### src/rtl/approx_add_pkg.sv
//------------------------------------------------------------------------------
// Module   : approx_add_pkg
// Brief    : Shared constants and approximate-sum reference function.
// Revision : 1.0 - initial release
//------------------------------------------------------------------------------
`default_nettype none

package approx_add_pkg;

    localparam int unsigned        c_CNT_W   = 32;
    localparam logic [c_CNT_W-1:0] c_CNT_SAT = '1;

    // Arithmetic model of the adder: width and approx bit count are runtime
    // arguments so one function serves every parameterisation (width <= 32).
    function automatic logic [32:0] approx_sum_ref(
        input logic [31:0] a,
        input logic [31:0] b,
        input int unsigned width,
        input int unsigned k,
        input logic        approx_en
    );
        logic [32:0] mask_w;
        logic [32:0] mask_k;
        logic [32:0] aa;
        logic [32:0] bb;
        logic [32:0] lo;
        logic [32:0] hi;
        logic        cin;
        mask_w = (33'd1 << width) - 33'd1;
        aa     = {1'b0, a} & mask_w;
        bb     = {1'b0, b} & mask_w;
        if (!approx_en || k == 0) begin
            return aa + bb;
        end
        mask_k = (33'd1 << k) - 33'd1;
        lo     = (aa | bb) & mask_k;
        cin    = aa[k-1] & bb[k-1];
        hi     = (aa >> k) + (bb >> k) + {32'd0, cin};
        return (hi << k) | lo;
    endfunction

endpackage

`default_nettype wire

### src/rtl/approx_add_core.sv
//------------------------------------------------------------------------------
// Module   : approx_add_core
// Brief    : Combinational lower-part-OR adder with exact sum alongside.
// Revision : 1.0 - initial release
//------------------------------------------------------------------------------
`default_nettype none

module approx_add_core #(
    parameter int WIDTH       = 8,
    parameter int APPROX_BITS = 4
) (
    input  logic [WIDTH-1:0] a,
    input  logic [WIDTH-1:0] b,
    input  logic             approx_en,
    output logic [WIDTH:0]   sum,
    output logic [WIDTH:0]   exact_sum
);

    logic [WIDTH:0] w_approx;

    assign exact_sum = {1'b0, a} + {1'b0, b};

    generate
        if (APPROX_BITS == 0) begin : g_exact_only
            assign w_approx = exact_sum;
        end else if (APPROX_BITS == WIDTH) begin : g_all_or
            // No exact upper part remains; the speculated carry is the carry-out.
            assign w_approx = {a[WIDTH-1] & b[WIDTH-1], a | b};
        end else begin : g_split
            logic                         w_cin;
            logic [WIDTH-APPROX_BITS:0]   w_hi;
            assign w_cin    = a[APPROX_BITS-1] & b[APPROX_BITS-1];
            assign w_hi     = {1'b0, a[WIDTH-1:APPROX_BITS]}
                            + {1'b0, b[WIDTH-1:APPROX_BITS]}
                            + {{(WIDTH-APPROX_BITS){1'b0}}, w_cin};
            assign w_approx = {w_hi, a[APPROX_BITS-1:0] | b[APPROX_BITS-1:0]};
        end
    endgenerate

    assign sum = approx_en ? w_approx : exact_sum;

endmodule

`default_nettype wire

### src/rtl/approx_add_pipe.sv
//------------------------------------------------------------------------------
// Module   : approx_add_pipe
// Brief    : Two-stage elastic approximate/exact adder; optional error monitor
//            compiled in with macro APPROX_ADD_ERR_MON_EN.
// Revision : 1.0 - initial release
//------------------------------------------------------------------------------
`default_nettype none

module approx_add_pipe
    import approx_add_pkg::*;
#(
    parameter int WIDTH       = 8,
    parameter int APPROX_BITS = 4
) (
    input  logic               clk,
    input  logic               rst,
    input  logic               in_valid_i,
    output logic               in_ready_o,
    input  logic [WIDTH-1:0]   a_i,
    input  logic [WIDTH-1:0]   b_i,
    input  logic               approx_en_i,
    output logic               out_valid_o,
    input  logic               out_ready_i,
    output logic [WIDTH:0]     sum_o,
    input  logic               err_clr_i,
    output logic [WIDTH:0]     err_max_o,
    output logic [c_CNT_W-1:0] err_sum_o,
    output logic [c_CNT_W-1:0] err_cnt_o
);

    logic               r_s1_full;
    logic               r_s1_mode;
    logic [WIDTH-1:0]   r_s1_a;
    logic [WIDTH-1:0]   r_s1_b;
    logic               r_s2_full;
    logic [WIDTH:0]     r_s2_sum;

    logic [WIDTH:0]     w_sum;
    logic [WIDTH:0]     w_exact;
    logic               w_s2_adv;
    logic               w_out_hs;

    // S2 can take a new value when empty or when its result leaves this cycle.
    assign w_s2_adv    = !r_s2_full || out_ready_i;
    assign in_ready_o  = !r_s1_full || w_s2_adv;
    assign w_out_hs    = r_s2_full && out_ready_i;
    assign out_valid_o = r_s2_full;
    assign sum_o       = r_s2_sum;

    approx_add_core #(
        .WIDTH       (WIDTH),
        .APPROX_BITS (APPROX_BITS)
    ) u_core (
        .a         (r_s1_a),
        .b         (r_s1_b),
        .approx_en (r_s1_mode),
        .sum       (w_sum),
        .exact_sum (w_exact)
    );

    always_ff @(posedge clk) begin
        if (rst) begin
            r_s1_full <= 1'b0;
            r_s1_mode <= 1'b0;
            r_s1_a    <= '0;
            r_s1_b    <= '0;
            r_s2_full <= 1'b0;
            r_s2_sum  <= '0;
        end else begin
            if (in_ready_o) begin
                r_s1_full <= in_valid_i;
                if (in_valid_i) begin
                    r_s1_a    <= a_i;
                    r_s1_b    <= b_i;
                    r_s1_mode <= approx_en_i;
                end
            end
            if (w_s2_adv) begin
                r_s2_full <= r_s1_full;
                if (r_s1_full) begin
                    r_s2_sum <= w_sum;
                end
            end
        end
    end

`ifdef APPROX_ADD_ERR_MON_EN
    logic [WIDTH:0]     r_s2_exact;
    logic [WIDTH:0]     r_err_max;
    logic [c_CNT_W-1:0] r_err_sum;
    logic [c_CNT_W-1:0] r_err_cnt;

    logic [WIDTH:0]     w_err;
    logic [WIDTH:0]     w_max_base;
    logic [WIDTH:0]     w_max_next;
    logic [c_CNT_W-1:0] w_sum_base;
    logic [c_CNT_W-1:0] w_cnt_base;
    logic [c_CNT_W+1:0] w_acc;
    logic [c_CNT_W-1:0] w_sum_next;
    logic [c_CNT_W-1:0] w_cnt_next;

    assign w_err = (r_s2_exact >= r_s2_sum) ? (r_s2_exact - r_s2_sum)
                                            : (r_s2_sum - r_s2_exact);

    // A clear coincident with a handshake restarts from this result alone.
    assign w_max_base = err_clr_i ? '0 : r_err_max;
    assign w_sum_base = err_clr_i ? '0 : r_err_sum;
    assign w_cnt_base = err_clr_i ? '0 : r_err_cnt;

    assign w_max_next = (w_err > w_max_base) ? w_err : w_max_base;
    assign w_acc      = {2'b00, w_sum_base} + {{(c_CNT_W+1-WIDTH){1'b0}}, w_err};
    assign w_sum_next = (w_acc > {2'b00, c_CNT_SAT}) ? c_CNT_SAT : w_acc[c_CNT_W-1:0];
    assign w_cnt_next = (w_cnt_base == c_CNT_SAT) ? c_CNT_SAT : w_cnt_base + 1'b1;

    always_ff @(posedge clk) begin
        if (rst) begin
            r_s2_exact <= '0;
            r_err_max  <= '0;
            r_err_sum  <= '0;
            r_err_cnt  <= '0;
        end else begin
            if (w_s2_adv && r_s1_full) begin
                r_s2_exact <= w_exact;
            end
            if (w_out_hs) begin
                r_err_max <= w_max_next;
                r_err_sum <= w_sum_next;
                r_err_cnt <= w_cnt_next;
            end else if (err_clr_i) begin
                r_err_max <= '0;
                r_err_sum <= '0;
                r_err_cnt <= '0;
            end
        end
    end

    assign err_max_o = r_err_max;
    assign err_sum_o = r_err_sum;
    assign err_cnt_o = r_err_cnt;
`else
    logic w_unused_mon;
    assign w_unused_mon = ^{w_exact, err_clr_i, w_out_hs};

    assign err_max_o = '0;
    assign err_sum_o = '0;
    assign err_cnt_o = '0;
`endif

endmodule

`default_nettype wire

### config.mk
export PLATFORM = sky130hd
export DESIGN_NAME = approx_add_pipe
export DESIGN_NICKNAME = d
export VERILOG_FILES = /design/src/rtl/approx_add_pkg.sv /design/src/rtl/approx_add_core.sv /design/src/rtl/approx_add_pipe.sv
export SDC_FILE = /design/constraint.sdc
export NUM_CORES = 1
export LEC_CHECK = 0
export CAP_MARGIN = 20
export CORE_MARGIN = 1
export CORE_UTILIZATION = 40
export CTS_CLUSTER_SIZE = 10
export DETAILED_ROUTE_END_ITERATION = 16
export PLACE_DENSITY = 0.81
export SLEW_MARGIN = 20
export SYNTH_ARGS = -nofsm -noshare
export SYNTH_HDL_FRONTEND = slang
export SYNTH_SLANG_ARGS = --single-unit
### constraint.sdc
create_clock -name clk -period 2.46 [get_ports clk]
set_input_delay 0.492 -clock clk [delete_from_list [all_inputs] [get_ports clk]]
set_output_delay 0.492 -clock clk [all_outputs]
set_load 0.005 [all_outputs]
==> results.cfg, run 1 <==
[worst_setup_path]
crit_type = in -> out
cp_data_required_time_ns = 1.97
crit_chain = clkdlybuf4s50_1 -> and2b_1 -> nand2_1 -> clkdlybuf4s50_1
regToRegSetupSlack_ns = 0.31
arrival_ns = 1.78
startpoint = out_ready_i
r2r-end = sum_o[8]$_SDFFE_PP0P_
max_stage_delay_ns = 0.51
cp-endpoint = in_ready_o
worst_setup_path_end_kind = output port
timing.rr.start = r_s1_a[3]$_SDFFE_PP0P_
cp.buffers_inverters = 2
slowest_stage = clkdlybuf4s50_1
cp_top_family = buffers and inverters
start_kind = primary input
cp_max_fo = 5
reg2reg_depth = 9
crit_path_frequent_cell = clkdlybuf4s50_1
worst-path-stages = 4

[timing]
finalSetupViolCount = 0
worstMarginPinSlew_ns = 0.612
fmax_ghz = 0.440
period_needed_ns = 2.27
clock-skew-final_ns = 0.00495
rsz0062_at_grt = no
fin_tns_setup_ns = 0
slew_viol_final = 0
timing.slew.headroom_pct = 59.0
hold_viol = 0
finalCritPeriodShare_pct = 92.4

[routing]
drtAntennaViolNets = 0
wirelength_um = 3290
drt_iter0_markers = 100
viasPerCell = 4.15
vias = 1448
drt_pass1_iterations = 4
route.detailed.drc = 0
post_drt_wl_per_cell_um = 9.41

[hold_path]
min_from = r_s1_b[3]$_SDFFE_PP0P_
min_path_type = reg -> reg

[floorplan]
io_pins = 106
num_rows = 25
die_w_um = 73.7
die_h_um = 73.7
core_um2 = 4850
initial_core_util_pct = 42.5
die_area_um2 = 5440

[cells_and_area]
area_growth_pct = 7.42
finish.utilization_pct = 45.6
final_cells = 349
final_common_cell = conb_1
drive_above_1_share_pct = 4.26
layout_common_cells = 73 x conb_1, 39 x nand2_1, 31 x clkdlybuf4s50_1
antenna_cells = 0
fin_nets = 320
finish.instance_area_um2 = 2210

[clocking]
cts_resized = 0
post-cts-setup-buffer-count = 0
insertion_delay_ns = 0.27
clkSlewWorstSetupHoldPaths_ns = 0.09
clockRootBuffer = clkbuf_8
cts_max_path_buffers = 2
cts_num_sinks = 28
ctsHoldBuffers = 0
cts_tree = done
htree_levels = 1
cts_buffers = 3

[pwr]
cellPowerDensity_nw_per_um2 = 488
irDropWorstVdd_uv = 231
total_power_mw = 1.08
total_leakage_power_nw = 0.995

[yosys]
synth_edf_count = 0
ys_top_cells_by_area = buf_4 27%, dfxtp_1 27%, ha_1 7.3%
syn_avg_cell_area_um2 = 8.14
async_reset_ff_share_pct = 0
yosysUniqueCellTypes = 37
synthCells = 253
ys.flop_type = dfxtp_1
synth_top_cell_by_area = buf_4
ys_ff_latch = 28
synth_warnings = 0
yosys.area.top_type_share_pct = 27.4
ys_seq_area_share_pct = 27.2
synth_area_um2 = 2060

[job]
maxCapViolCount = 0

[run_status]
status = complete, no violations

[global_routing]
grt_max_degree = 18
grt_pass1_vias = 1223
grt_use_total_pct = 12.5
antenna_found_initial = 0
grt-ovfl-total = 0
grt_pass1_wl_um = 5260

[placed_design]
place_hpwl_um = 2720
placed_area_um2 = 2140
io_buffers = 31
dpl.cell_count = 345
gp_congestion = 0.792
-- worst min-delay path by stage --
stage / cells past startpoint / to / slack, ns
CTS: 2 / r_s1_b[6]$_SDFFE_PP0P_ / 0.48
global route: 2 / r_s1_a[6]$_SDFFE_PP0P_ / 0.51
finish: 2 / r_s1_b[3]$_SDFFE_PP0P_ / 0.48
floorplan: 2 / r_s1_b[6]$_SDFFE_PP0P_ / 0.44
detailed placement: 2 / r_s1_b[3]$_SDFFE_PP0P_ / 0.47
global placement: 2 / sum_o[1]$_SDFFE_PP0P_ / 0.45
-- per-layer routing --
metal	up-vias	global-route usage (%)	share of wire (%)
met5	-	0	0
met2	61	22.6	51
met4	0	4.49	1.3
met1	645	14.4	43
li1	736	-	-
met3	6	2.61	5.1
-- state kept, by name (all words and copies together) (netlist names) --
name         cells
r_s1_mode        1
out_valid_o      1
r_s1_a           8
r_s1_b           8
r_s1_full        1
sum_o            9
-- synthesized netlist by cell type (3+ instances only) --
cell	instances
o21ai_0	3
a21oi_1	24
a211oi_1	4
fa_1	3
xor2_1	3
nand2_1	39
buf_4	75
nor2_1	11
mux2i_1	3
o31ai_1	3
ha_1	12
dfxtp_1	28
inv_1	14
nor3_1	5
-- worst min-delay path, delay by kind of cell, from the launching register on --
kind            cells  cell delay, ns
compound gates      1            0.05
simple gates        1            0.06
flops               1            0.33
-- kinds of logic after synthesis --
family,share of synthesized area [%]
compound gates,12.8
mux,2.01
buf+inv,32.0
flops,27.2
xor+xnor,2.13
fa+ha+maj,10.2
simple gates,13.5
other cells,0.182
-- cell type report --
type / instances / area [um^2]
Clock inverter: 1 / 30.0
Inverter: 14 / 52.6
Tap cell: 67 / 83.8
Multi-Input combinational cell: 202 / 1110
Clock buffer: 3 / 41.3
Fill cell: 512 / 2640
Timing Repair Buffer: 34 / 333
Sequential cell: 28 / 561
-- stage by stage --
step	setup WS, ns	hold WS [ns]
finish	0.187	0.477
global route	0.128	0.507
CTS	0.183	0.481
detailed placement	0.196	0.469
global placement	0.204	0.447
floorplan	0.539	0.440
-- power by group --
group | internal [mW] | total, mW | switching (mW)
Sequential | 0.481 | 0.502 | 0.0217
Clock | 0.218 | 0.361 | 0.143
Combinational | 0.102 | 0.215 | 0.113
Total | 0.800 | 1.08 | 0.278
Power figures use the tool's default switching activity.
==> inputs of run 2 (changes only) <==
Settings changed: HOLD_SLACK_MARGIN set to 0.03.
==> results of run 2 <==
Same layout as run 1: the final DEF is identical, and so are final timing and power.
